**src/rtl/sdram_arb_pkg.sv**
```systemverilog
// Shared types and constants for the SDRAM port arbiter.
package sdram_arb_pkg;

    localparam int unsigned ADDR_W             = 22;
    localparam int unsigned DATA_W             = 8;
    localparam int unsigned CNT_W              = 4;
    localparam int unsigned STROBE_CYCLES_DEF  = 10;
    localparam int unsigned RECOVER_CYCLES_DEF = 4;

    typedef enum logic [1:0] {
        ST_IDLE    = 2'd0,
        ST_STROBE  = 2'd1,
        ST_RECOVER = 2'd2
    } state_t;

    typedef logic port_t;
    localparam port_t PORT_VID = 1'b0;
    localparam port_t PORT_CPU = 1'b1;

    // Everything latched at grant and held for the whole slot.
    typedef struct packed {
        logic [ADDR_W-1:0] addr;
        logic [DATA_W-1:0] wdata;
        logic              we;
        port_t             port;
    } slot_t;

    // Round-robin pick: on conflict the port that did not win last time goes.
    function automatic port_t pick_port(input logic vid_req, input logic cpu_req,
                                        input port_t last_grant);
        port_t p;
        if (vid_req && cpu_req) begin
            p = (last_grant == PORT_CPU) ? PORT_VID : PORT_CPU;
        end else if (cpu_req) begin
            p = PORT_CPU;
        end else begin
            p = PORT_VID;
        end
        return p;
    endfunction

endpackage

```
**src/rtl/sdram_port_arbiter.sv**
```systemverilog
// Shares the single-port SDRAM controller between video fetch and CPU,
// turning each req/ack handshake into one fixed-length strobe slot.
module sdram_port_arbiter
    import sdram_arb_pkg::*;
#(
    parameter int unsigned STROBE_CYCLES  = STROBE_CYCLES_DEF,
    parameter int unsigned RECOVER_CYCLES = RECOVER_CYCLES_DEF
) (
    input  logic              clk50mhz,
    input  logic              reset_n,
    input  logic              vid_req,
    input  logic [ADDR_W-1:0] vid_addr,
    output logic              vid_ack,
    output logic [DATA_W-1:0] vid_rdata,
    input  logic              cpu_req,
    input  logic              cpu_we,
    input  logic [ADDR_W-1:0] cpu_addr,
    input  logic [DATA_W-1:0] cpu_wdata,
    output logic              cpu_ack,
    output logic [DATA_W-1:0] cpu_rdata,
    output logic [ADDR_W-1:0] sd_addr,
    output logic [DATA_W-1:0] sd_wdata,
    output logic              sd_rd,
    output logic              sd_we_n,
    input  logic [DATA_W-1:0] sd_rdata
);

    localparam logic [CNT_W-1:0] STROBE_LOAD  = CNT_W'(STROBE_CYCLES - 1);
    localparam logic [CNT_W-1:0] RECOVER_LOAD = CNT_W'(RECOVER_CYCLES - 1);

    state_t            state_q, state_d;
    logic [CNT_W-1:0]  cnt_q, cnt_d;
    port_t             last_grant_q, last_grant_d;
    slot_t             slot_q, slot_d;
    port_t             grant_port;
    logic              sd_rd_d, sd_we_n_d;
    logic              vid_ack_d, cpu_ack_d;
    logic [DATA_W-1:0] vid_rdata_d, cpu_rdata_d;

    // Address and write data come straight from the slot register.
    assign sd_addr  = slot_q.addr;
    assign sd_wdata = slot_q.wdata;

    // Next-state and next-output logic for the slot sequencer.
    always_comb begin
        state_d      = state_q;
        cnt_d        = cnt_q;
        last_grant_d = last_grant_q;
        slot_d       = slot_q;
        sd_rd_d      = 1'b0;
        sd_we_n_d    = 1'b1;
        vid_ack_d    = 1'b0;
        cpu_ack_d    = 1'b0;
        vid_rdata_d  = vid_rdata;
        cpu_rdata_d  = cpu_rdata;
        grant_port   = pick_port(vid_req, cpu_req, last_grant_q);

        case (state_q)
            ST_IDLE: begin
                if (vid_req || cpu_req) begin
                    slot_d.port = grant_port;
                    if (grant_port == PORT_CPU) begin
                        slot_d.addr  = cpu_addr;
                        slot_d.wdata = cpu_wdata;
                        slot_d.we    = cpu_we;
                    end else begin
                        // Video is read-only.
                        slot_d.addr  = vid_addr;
                        slot_d.wdata = '0;
                        slot_d.we    = 1'b0;
                    end
                    sd_rd_d   = ~slot_d.we;
                    sd_we_n_d = ~slot_d.we;
                    cnt_d     = STROBE_LOAD;
                    state_d   = ST_STROBE;
                end
            end

            ST_STROBE: begin
                if (cnt_q == '0) begin
                    // Slot ends: strobes drop (defaults), data captured, ack pulses.
                    if (slot_q.port == PORT_VID) begin
                        vid_ack_d   = 1'b1;
                        vid_rdata_d = sd_rdata;
                    end else begin
                        cpu_ack_d = 1'b1;
                        if (!slot_q.we) begin
                            cpu_rdata_d = sd_rdata;
                        end
                    end
                    last_grant_d = slot_q.port;
                    cnt_d        = RECOVER_LOAD;
                    state_d      = ST_RECOVER;
                end else begin
                    sd_rd_d   = ~slot_q.we;
                    sd_we_n_d = ~slot_q.we;
                    cnt_d     = cnt_q - CNT_W'(1);
                end
            end

            ST_RECOVER: begin
                // Strobes idle so the controller re-arms its edge detector.
                if (cnt_q == '0) begin
                    state_d = ST_IDLE;
                end else begin
                    cnt_d = cnt_q - CNT_W'(1);
                end
            end

            default: begin
                state_d = ST_IDLE;
            end
        endcase
    end

    // State, slot and registered outputs; reset aborts any slot in flight.
    always_ff @(posedge clk50mhz or negedge reset_n) begin
        if (!reset_n) begin
            state_q      <= ST_IDLE;
            cnt_q        <= '0;
            last_grant_q <= PORT_CPU;
            slot_q       <= '0;
            sd_rd        <= 1'b0;
            sd_we_n      <= 1'b1;
            vid_ack      <= 1'b0;
            cpu_ack      <= 1'b0;
            vid_rdata    <= '0;
            cpu_rdata    <= '0;
        end else begin
            state_q      <= state_d;
            cnt_q        <= cnt_d;
            last_grant_q <= last_grant_d;
            slot_q       <= slot_d;
            sd_rd        <= sd_rd_d;
            sd_we_n      <= sd_we_n_d;
            vid_ack      <= vid_ack_d;
            cpu_ack      <= cpu_ack_d;
            vid_rdata    <= vid_rdata_d;
            cpu_rdata    <= cpu_rdata_d;
        end
    end

endmodule

```
**config.mk**
```make
export PLATFORM = sky130hd
export DESIGN_NAME = sdram_port_arbiter
export DESIGN_NICKNAME = d
export VERILOG_FILES = /design/src/rtl/sdram_arb_pkg.sv /design/src/rtl/sdram_port_arbiter.sv
export SDC_FILE = /design/constraint.sdc
export NUM_CORES = 1
export LEC_CHECK = 0
export ABC_AREA = 1
export CORE_MARGIN = 4
export CORE_UTILIZATION = 44
export CTS_CLUSTER_DIAMETER = 40
export DETAILED_ROUTE_END_ITERATION = 6
export GPL_TIMING_DRIVEN = 0
export PLACE_DENSITY = 0.8
export SKIP_LAST_GASP = 1
export SLEW_MARGIN = 20
export SYNTH_ARGS = -nofsm -noshare
export SYNTH_HDL_FRONTEND = slang
export SYNTH_SLANG_ARGS = --single-unit
export TNS_END_PERCENT = 30
```
**constraint.sdc**
```tcl
create_clock -name clk50mhz -period 1.7 [get_ports clk50mhz]
set_input_delay 0.34 -clock clk50mhz [delete_from_list [all_inputs] [get_ports clk50mhz]]
set_output_delay 0.34 -clock clk50mhz [all_outputs]
set_load 0.01 [all_outputs]
```
==> metrics.log, run 1 <==
INFO  metric run_status = complete, no violations
INFO  metric ir_drop = 0.956 mV
INFO  metric detailed_placer_s_ending_hpwl = 5760 µm
INFO  metric net_switching_power = 2.91 mW
INFO  metric fin_crit_sh = 0.978
INFO  metric cts_max_path_buffers = 2
INFO  metric firstDrtPassIters = 4
INFO  metric fin_nets = 532
INFO  metric mappedNetlistNets = 405
INFO  metric insertion_delay = 0.32 ns
INFO  metric report.final.setup_viol = 0
INFO  metric max_cap_viol_count = 0
INFO  metric num_vias = 2633
INFO  metric unrepaired_setup_endpoints_after_global_routing = true
INFO  metric synthFlopType = sky130_fd_sc_hd__dfrtp_1
INFO  metric final_design_area_no_fill = 4440 µm²
INFO  metric cts_tree = built
INFO  metric htree_num_levels = 3
INFO  metric antenna_violations_before_repair = 0
INFO  metric critical_path.max_fanout = 2
INFO  metric synth.yosys.warnings = 0
INFO  metric synth_async_sr_flop_share = 1.00
INFO  metric wire_per_inst = 14.1 µm
INFO  metric clock_sinks = 59
INFO  metric clk_root_buffer_cell = sky130_fd_sc_hd__clkbuf_8
INFO  metric detail_route.iter0.violations = 116
INFO  metric antenna_violating_nets_post_route = 0
INFO  metric number_of_enable_flip_flop_cells_after_synthesis = 0
INFO  metric pwr_density = 1820 nW/µm²
INFO  metric ys_seq_elements = 59
INFO  metric power.share.clock = 0.174
INFO  metric ys_types = 27
INFO  metric portBuffers = 114
INFO  metric power.switching_fraction = 0.362
INFO  metric critPathCaptureType = output port
INFO  metric critPathLaunchType = flop
INFO  metric die_w = 89.7 µm
INFO  metric timing.critical_path.arrival = 1.32 ns
INFO  metric launch_point_of_the_critical_path = sd_wdata[6]
INFO  metric cts_buffers = 9
INFO  metric synth_area_per_cell = 8.82 µm²
INFO  metric postCtsSetupBuffers = 0
INFO  metric cp_data_required_time = 1.36 ns
INFO  metric dpl-instance-area = 4200 µm²
INFO  metric grt_start_max_net_pins = 45
INFO  metric int_power = 5.15 mW
INFO  metric max_slew.worst_pin.slew = 0.510 ns
INFO  metric timing.final.max_slew_violations = 0
INFO  metric clk_pin_slew = 0.07 ns
INFO  metric rows = 29
INFO  metric min_path_type = input pin to async pin
INFO  metric design.core.area = 6420 µm²
INFO  metric finalHoldViolations = 0
INFO  metric max-slew-margin-rel = 0.660
INFO  metric synth_seq_area_share = 0.503
INFO  metric seqPwrFrac = 0.308
INFO  metric global_route.overflow_total = 0
INFO  metric drive_above_1_share = 0.189
INFO  metric grt_util_all_layers = 0.200
INFO  metric preCtsSetupSlack = -0.279 ns
INFO  metric timing.final.crit_period = 1.66 ns
INFO  metric path_type_of_the_worst_setup_path = flop to output port
INFO  metric detail_route.wirelength = 7660 µm
INFO  metric gp_congestion = 0.814
INFO  metric initial_utilization = 0.457
INFO  metric power.combinational.fraction = 0.518
INFO  metric first_global_vias = 2760
INFO  metric maximum_achievable_frequency = 602 MHz
INFO  metric power.leakage = 2.06 nW
INFO  metric remaining_drc_errors = 0
INFO  metric postLayoutSetupSlackWorst = 0.0375 ns
INFO  metric die_h = 89.7 µm
INFO  metric p_total = 8.06 mW
INFO  metric die_area = 8050 µm²
INFO  metric grt_pass1_wl = 13200 µm
INFO  metric synthesis.instances = 333
INFO  metric timing.rr.start = state_q[1]
INFO  metric design.portCount = 115
INFO  metric final_antenna_diode_count = 0
INFO  metric syn_area = 2940 µm²
INFO  metric routed_vias_inst = 4.86
INFO  metric area.growth.synth_to_final = 51.1%
INFO  metric worst_clock_skew = 0.00737 ns
[Yosys cell counts, types with 2 or more instances]
library cell,number,area [µm²]
sky130_fd_sc_hd__dfstp_2,2,52.6
sky130_fd_sc_hd__nor2_1,28,105
sky130_fd_sc_hd__clkbuf_1,5,18.8
sky130_fd_sc_hd__buf_2,5,25.0
sky130_fd_sc_hd__o21ai_1,19,95.1
sky130_fd_sc_hd__buf_6,2,22.5
sky130_fd_sc_hd__dfrtp_1,57,1430
sky130_fd_sc_hd__nand3_1,17,85.1
sky130_fd_sc_hd__ha_1,7,87.6
sky130_fd_sc_hd__a21oi_1,2,10.0
sky130_fd_sc_hd__buf_4,30,225
sky130_fd_sc_hd__nor2_4,3,33.8
sky130_fd_sc_hd__nand2_1,74,278
sky130_fd_sc_hd__nand2_2,2,12.5
sky130_fd_sc_hd__o21ai_0,32,160
sky130_fd_sc_hd__o21ai_2,16,140
sky130_fd_sc_hd__inv_1,22,82.6
[placed cells by master (no fill, tap or decap), types with 6 or more instances in the layout]
cell,instances
sky130_fd_sc_hd__clkdlybuf4s50_1,112
sky130_fd_sc_hd__clkbuf_8,9
sky130_fd_sc_hd__o21ai_1,19
sky130_fd_sc_hd__inv_1,20
sky130_fd_sc_hd__nand3_1,17
sky130_fd_sc_hd__ha_1,6
sky130_fd_sc_hd__buf_4,31
sky130_fd_sc_hd__o21ai_2,16
sky130_fd_sc_hd__nand2_1,74
sky130_fd_sc_hd__o21ai_0,32
sky130_fd_sc_hd__nor2_1,28
sky130_fd_sc_hd__dfrtp_1,57
[metrics by stage]
stage | hold slack (ns) | cells | TNS [ns] | util
floorplan | 0.0444 | 333 | 0 | -
CTS | 0.417 | 542 | -0.0365 | 0.689
finish | 0.422 | 542 | 0 | 0.691
global route | 0.431 | 542 | -0.0423 | 0.691
detailed placement | 0.222 | 525 | -4.18 | 0.654
global placement | 0.465 | 524 | -96.00 | 0.650
[cells by family after synthesis]
group           after synthesis  share of synthesized area
compound gates               72                      0.146
fa+ha+maj                     7                     0.0298
buf+inv                      66                      0.130
flops                        59                      0.503
simple gates                129                      0.191
[timing repair]
item                                    in CTS  in global routing
endpoints found under the setup margin      11                 37
hold endpoints to repair                    14                  0
hold buffers                                 1                  0
gates resized for setup                      2                  7
[critical path, stage by stage (launching register included)]
cell                              delay [ns]
sky130_fd_sc_hd__dfrtp_1                0.37
sky130_fd_sc_hd__buf_4                  0.11
sky130_fd_sc_hd__clkdlybuf4s50_1        0.52
[final cells by class]
| cell class | count | area (µm²) |
|---|---|---|
| Buffer | 43 | 303 |
| Timing Repair Buffer | 116 | 1170 |
| Fill cell | 508 | 1980 |
| Clock buffer | 9 | 124 |
| Multi-Input combinational cell | 208 | 1080 |
| Inverter | 23 | 86.3 |
| Sequential cell | 59 | 1480 |
| Clock inverter | 7 | 92.6 |
| Tap cell | 77 | 96.3 |
[state kept, by name (all words and copies together), names as in the netlist, 2 cells and up]
register,flops
cnt_q,4
cpu_rdata,8
sd_addr,22
sd_wdata,8
slot_q,2
state_q,2
vid_rdata,8
[power groups by stage]
stage	combinational [mW]	sequential [mW]	clock, mW
floorplan	2.32	2.52	0
global placement	4.06	2.47	0
detailed placement	4.18	2.48	0
CTS	4.19	2.48	1.42
global route	4.62	2.57	1.49
finish	4.18	2.48	1.40
[routing by layer]
layer  vias to the layer above  routed length [µm]  GRT usage
li1                       1296                   -          -
met1                      1239                3400      0.263
met2                        87                3660      0.328
met3                        11                 477     0.0451
met4                         0                 112     0.0651
met5                         -                   0          0
[final timing paths]
| path | end | slack [ns] | cells past startpoint |
|---|---|---|---|
| hold reg to reg | cpu_rdata[7] | 0.49 | 2 |
| setup / recovery | sd_wdata[6] | 0.04 | 2 |
| min in group clk50mhz | cpu_rdata[7] | 0.49 | 2 |
| hold / removal | sd_wdata[4] | 0.42 | 2 |
| setup reg to reg | cpu_rdata[6] | 0.13 | 8 |
| max in group asynchronous | last_grant_q | 0.74 | 3 |
(Power assumes the default switching activity.)
==> inputs of run 2 (changes only) <==
Settings changed: CELL_PAD_IN_SITES_DETAIL_PLACEMENT set to 0, CELL_PAD_IN_SITES_GLOBAL_PLACEMENT set to 1, CORE_UTILIZATION 44 to 32.
==> run 2 against run 1 <==
Net effect: combinational power hardly changed; largest power group unchanged; critical path type unchanged; sequential power hardly changed; hold slack better by 0.0086 ns; worst setup slack worse by 0.0043 ns.
==> metrics.log, run 2 (same netlist as run 1, synthesis figures left out) <==
INFO  metric run_status = complete, no violations
INFO  metric final_antenna_diode_count = 0
INFO  metric wire_per_inst = 13.9 µm
INFO  metric cts_tree = built
INFO  metric detailed_placer_s_ending_hpwl = 5870 µm
INFO  metric gp_congestion = 0.789
INFO  metric seqPwrFrac = 0.312
INFO  metric net_switching_power = 2.88 mW
INFO  metric largest_register_ffs = 22
INFO  metric routed_vias_inst = 4.52
INFO  metric final-instance-count-excl-fill = 573
INFO  metric cts_buffers = 9
INFO  metric power.leakage = 2.07 nW
INFO  metric final_design_area_no_fill = 4460 µm²
INFO  metric critical_path.slowest_cell = sky130_fd_sc_hd__clkdlybuf4s50_1
INFO  metric design.portCount = 115
INFO  metric finalHoldViolations = 0
INFO  metric p_total = 7.91 mW
INFO  metric final_core_util = 0.506
INFO  metric min_path_type = input pin to async pin
INFO  metric fin_crit_sh = 0.980
INFO  metric timing.final.crit_period = 1.67 ns
INFO  metric clk_pin_slew = 0.07 ns
INFO  metric num_vias = 2591
INFO  metric grt_start_max_net_pins = 41
INFO  metric postCtsSetupBuffers = 0
INFO  metric cp_data_required_time = 1.36 ns
INFO  metric remaining_drc_errors = 0
INFO  metric maximum_achievable_frequency = 600 MHz
INFO  metric dp.cells = 556
INFO  metric layout.filler_cells = 833
INFO  metric int_power = 5.03 mW
INFO  metric detail_route.iter0.violations = 110
INFO  metric clock_sinks = 59
INFO  metric detail_route.wirelength = 7940 µm
INFO  metric mostFrequentLayoutCell = sky130_fd_sc_hd__clkdlybuf4s50_1
INFO  metric critical_path.max_fanout = 2
INFO  metric path_type_of_the_worst_setup_path = flop to output port
INFO  metric sequential_standard_cell_area = 1480 µm²
INFO  metric max_cap_viol_count = 0
INFO  metric r2r.worst_path.cells = 8
INFO  metric power.switching_fraction = 0.364
INFO  metric mostFrequentLayoutCells = 111 x sky130_fd_sc_hd__clkdlybuf4s50_1, 74 x sky130_fd_sc_hd__nand2_1, 57 x sky130_fd_sc_hd__dfrtp_1
INFO  metric dpl-instance-area = 4230 µm²
INFO  metric totalNegativeSetupSlack = 0 ns
INFO  metric htree_num_levels = 3
INFO  metric critPathLaunchType = flop
INFO  metric die_area = 10800 µm²
INFO  metric die_h = 104 µm
INFO  metric unrepaired_setup_endpoints_after_global_routing = true
INFO  metric timing.critical_path.arrival = 1.33 ns
INFO  metric antenna_violating_nets_post_route = 0
INFO  metric pwr_density = 1770 nW/µm²
INFO  metric timing.critical_path.cells = buf_4, clkdlybuf4s50_1
INFO  metric ir_drop = 0.839 mV
INFO  metric critPathCaptureType = output port
INFO  metric initial_utilization = 0.334
INFO  metric grt_pass1_wl = 13000 µm
INFO  metric firstDrtPassIters = 4
INFO  metric power.share.clock = 0.163
INFO  metric grt_util_all_layers = 0.150
INFO  metric max_slew.worst_pin.slew = 0.559 ns
INFO  metric antenna_violations_before_repair = 0
INFO  metric multi_input_combinational_cell_area = 1080 µm²
INFO  metric max-slew-margin-rel = 0.628
INFO  metric report.final.setup_viol = 0
INFO  metric power.combinational.fraction = 0.525
INFO  metric area.growth.synth_to_final = 51.7%
INFO  metric fin_nets = 532
INFO  metric insertion_delay = 0.34 ns
INFO  metric cts_max_path_buffers = 2
INFO  metric cpPeakStageDelay = 0.54 ns
INFO  metric first_global_vias = 2574
INFO  metric portBuffers = 114
INFO  metric drive_above_1_share = 0.189
INFO  metric design.core.area = 8810 µm²
INFO  metric global_route.overflow_total = 0
INFO  metric die_w = 104 µm
INFO  metric worst_clock_skew = 0.00967 ns
INFO  metric clk_root_buffer_cell = sky130_fd_sc_hd__clkbuf_8
INFO  metric timing.final.max_slew_violations = 0
INFO  metric rows = 34
-- run 2: cell types whose count changed in the layout (fill, tap and decap cells not counted), sizes merged --
cell           before  now
bufinv              2    1
clkinv              2    4
clkinvlp            3    1
clkdlybuf4s50     112  111
dlymetal6s2s        0    1
buf                38   39
-- run 2: layout make-up --
type                       instances  share of cell area
clock buffer                      10              0.0309
inverter                          23              0.0194
timing repair buffer             116               0.262
buffer                            43              0.0674
multi-input combinational        208               0.243
tap                              108              0.0303
sequential                        59               0.332
clock inverter                     6              0.0146
-- run 2: through the flow --
stage,worst slack (ns),hold slack [ns]
after detailed placement,-0.251,0.245
final,0.0332,0.431
after global placement,-1.72,0.466
after floorplan,0.259,0.0444
after global routing,-0.0333,0.448
after CTS,-0.00950,0.417
-- run 2: critical path, delay by kind of cell, from the launching register on --
kind     cells  cell delay, ns
flops        1            0.35
buf+inv      2            0.65
-- run 2: per-layer routing --
layer	share of wire	wire length, µm	GRT usage
met1	0.46	3630	0.191
met2	0.46	3620	0.236
met3	0.076	604	0.0553
met4	0.011	84	0.0484
met5	0	0	0
-- run 2: worst paths after layout --
path,startpoint,endpoint,slack [ns]
setup / recovery,sd_wdata[5],sd_wdata[5],0.03
hold / removal,reset_n,cpu_rdata[4],0.43
setup reg to reg,cnt_q[0],vid_rdata[5],0.11
hold reg to reg,sd_wdata[1],sd_wdata[1],0.48
max in group asynchronous,reset_n,last_grant_q,0.71
min in group clk50mhz,sd_wdata[1],sd_wdata[1],0.48
-- run 2: power groups by stage --
stage                     logic (mW)  registers, mW  clock network [mW]
final                           4.15           2.47                1.29
after global placement          4.13           2.48                   0
after floorplan                 2.32           2.52                   0
after global routing            4.59           2.56                1.41
after detailed placement        4.18           2.48                   0
after CTS                       4.19           2.47                1.33
-- run 2: timing repair --
| action | in CTS | in global routing |
|---|---|---|
| setup endpoints to repair | 14 | 64 |
| gates cloned | 0 | 0 |
| endpoints found under the hold margin | 18 | 0 |
| gates resized for setup | 2 | 7 |
| hold buffers | 1 | 0 |
==> inputs of run 3 (changes only) <==
Settings changed: CORE_ASPECT_RATIO set to 1.4.
Clock period 1.7 ns to 1.91 ns, I/O delays scaled along.
==> run 3 against run 2 <==
Net effect: flip-flop and latch count unchanged; combinational power down 11%; power shrank 3.5%; register-to-register slack improved by 0.10 ns; count of clock-buffer cells in the layout is the same; cell count down 0.17%; clock skew down 0.0041 ns; wire length is 1.1% lower; hold slack better by 0.052 ns; die area up 0.20%; sequential share of layout area is 0.82 points lower; non-clock buffer count unchanged.
==> metrics.log, run 3 (same netlist as run 1, synthesis figures left out) <==
INFO  metric run_status = complete, no violations
INFO  metric cts_tree = built
INFO  metric initial_utilization = 0.327
INFO  metric design.core.area = 8980 µm²
INFO  metric remaining_drc_errors = 0
INFO  metric area.growth.synth_to_final = 55.5%
INFO  metric timing.final.crit_period = 1.73 ns
INFO  metric final-instance-count-excl-fill = 572
INFO  metric timing.critical_path.cells = clkdlybuf4s50_1
INFO  metric unrepaired_setup_endpoints_after_global_routing = false
INFO  metric rows = 41
INFO  metric cts_max_path_buffers = 2
INFO  metric antenna_violations_before_repair = 0
INFO  metric gp_congestion = 0.829
INFO  metric die_w = 89.0 µm
INFO  metric first_global_vias = 2693
INFO  metric report.final.setup_viol = 0
INFO  metric clk_pin_slew = 0.05 ns
INFO  metric num_vias = 2580
INFO  metric detail_route.wirelength = 7850 µm
INFO  metric grt_util_all_layers = 0.149
INFO  metric grt_start_max_net_pins = 41
INFO  metric cp_data_required_time = 1.53 ns
INFO  metric timing.final.max_slew_violations = 0
INFO  metric antenna_violating_nets_post_route = 0
INFO  metric drive_above_1_share = 0.183
INFO  metric critical_path.slowest_cell = sky130_fd_sc_hd__clkdlybuf4s50_1
INFO  metric max-slew-margin-rel = 0.679
INFO  metric timing.critical_path.arrival = 1.35 ns
INFO  metric critPathLaunchType = flop
INFO  metric timing.rr.start = state_q[1]
INFO  metric largest_register_ffs = 22
INFO  metric path_type_of_the_worst_setup_path = flop to output port
INFO  metric cpPeakStageDelay = 0.52 ns
INFO  metric worst_clock_skew = 0.00552 ns
INFO  metric cp.depth = 1
INFO  metric reg2reg_to = slot_q[1]
INFO  metric routed_vias_inst = 4.51
INFO  metric dpl-instance-area = 4230 µm²
INFO  metric die_area = 10800 µm²
INFO  metric global_route.overflow_total = 0
INFO  metric cts_buffers = 9
INFO  metric final_design_area_no_fill = 4570 µm²
INFO  metric maximum_achievable_frequency = 577 MHz
INFO  metric fin_nets = 532
INFO  metric design.portCount = 115
INFO  metric max_slew.worst_pin.slew = 0.482 ns
INFO  metric pwr_density = 1670 nW/µm²
INFO  metric detail_route.iter0.violations = 96
INFO  metric launch_point_of_the_critical_path = sd_we_n
INFO  metric finalHoldViolations = 0
INFO  metric mostFrequentLayoutCells = 113 x sky130_fd_sc_hd__clkdlybuf4s50_1, 74 x sky130_fd_sc_hd__nand2_1, 57 x sky130_fd_sc_hd__dfrtp_1
INFO  metric max_cap_viol_count = 0
INFO  metric final_core_util = 0.509
INFO  metric crit_path_end = sd_we_n
INFO  metric firstDrtPassIters = 4
INFO  metric dp.cells = 555
INFO  metric wire_per_inst = 13.7 µm
INFO  metric fin_crit_sh = 0.907
INFO  metric insertion_delay = 0.32 ns
INFO  metric grt_pass1_wl = 12700 µm
INFO  metric whs = 0.483 ns
INFO  metric final_antenna_diode_count = 0
INFO  metric critPathBufInv = 1
INFO  metric die_h = 121 µm
INFO  metric critPathTopFamily = buffers and inverters
INFO  metric power.leakage = 2.11 nW
INFO  metric min-delay-start = vid_rdata[0]
INFO  metric critPathCaptureType = output port
INFO  metric min_path_type = flop to flop
INFO  metric detailed_placer_s_ending_hpwl = 5950 µm
INFO  metric critical_path.max_fanout = 1
INFO  metric ff2ff_setup_slack = 0.21 ns
INFO  metric clock_sinks = 59
INFO  metric htree_num_levels = 3
INFO  metric portBuffers = 114
INFO  metric mostFrequentLayoutCell = sky130_fd_sc_hd__clkdlybuf4s50_1
INFO  metric postCtsSetupBuffers = 0
INFO  metric r2r.worst_path.cells = 8
INFO  metric clk_root_buffer_cell = sky130_fd_sc_hd__clkbuf_16
INFO  metric ir_drop = 0.886 mV
-- run 3: final cells by class --
type	instances	area, µm²
clock inverters	6	88.8
repair buffers	116	1170
multi-input cells	208	1080
clock buffers	10	239
fillers	866	4410
well taps	107	134
plain buffers	43	298
flip-flops and latches	59	1480
inverters	23	86.3
-- run 3: metal layers --
metal  vias up  wire, µm  part of all wire  global-route usage
li1       1294         -                 -                   -
met1      1205      3210              0.41               0.177
met2        77      4010              0.51               0.258
met3         4       599             0.076              0.0537
met4         0        24            0.0031              0.0298
met5         -         0                 0                   0
-- run 3: power by group --
part | switching (mW) | total (mW) | internal, mW
registers | 0.341 | 2.20 | 1.86
clock network | 0.565 | 1.74 | 1.18
logic | 1.72 | 3.69 | 1.97
-- run 3: how the worst min path moves through the flow --
stage / cells past startpoint / end / slack (ns)
floorplan: 0 / cnt_q[0] / 0.09
global placement: 2 / sd_wdata[1] / 0.47
detailed placement: 1 / vid_rdata[5] / 0.28
CTS: 2 / vid_rdata[5] / 0.48
global route: 2 / vid_rdata[5] / 0.51
finish: 2 / vid_rdata[0] / 0.48
-- run 3: metrics by stage --
| step | setup TNS (ns) | total power, mW | worst slack (ns) |
|---|---|---|---|
| 2_1_floorplan | 0 | 4.31 | 0.469 |
| 3_3_place_gp | -91.48 | 5.87 | -1.57 |
| 3_5_place_dp | -0.797 | 5.94 | -0.0647 |
| 4_1_cts | 0 | 7.74 | 0.0896 |
| 5_1_grt | 0 | 8.21 | 0.0467 |
| 6_report | 0 | 7.63 | 0.178 |
-- run 3: repair_timing --
item,CTS,global route
resized for setup,0,2
hold buffers,1,0
endpoints found under the setup margin,0,8
endpoints found under the hold margin,19,0
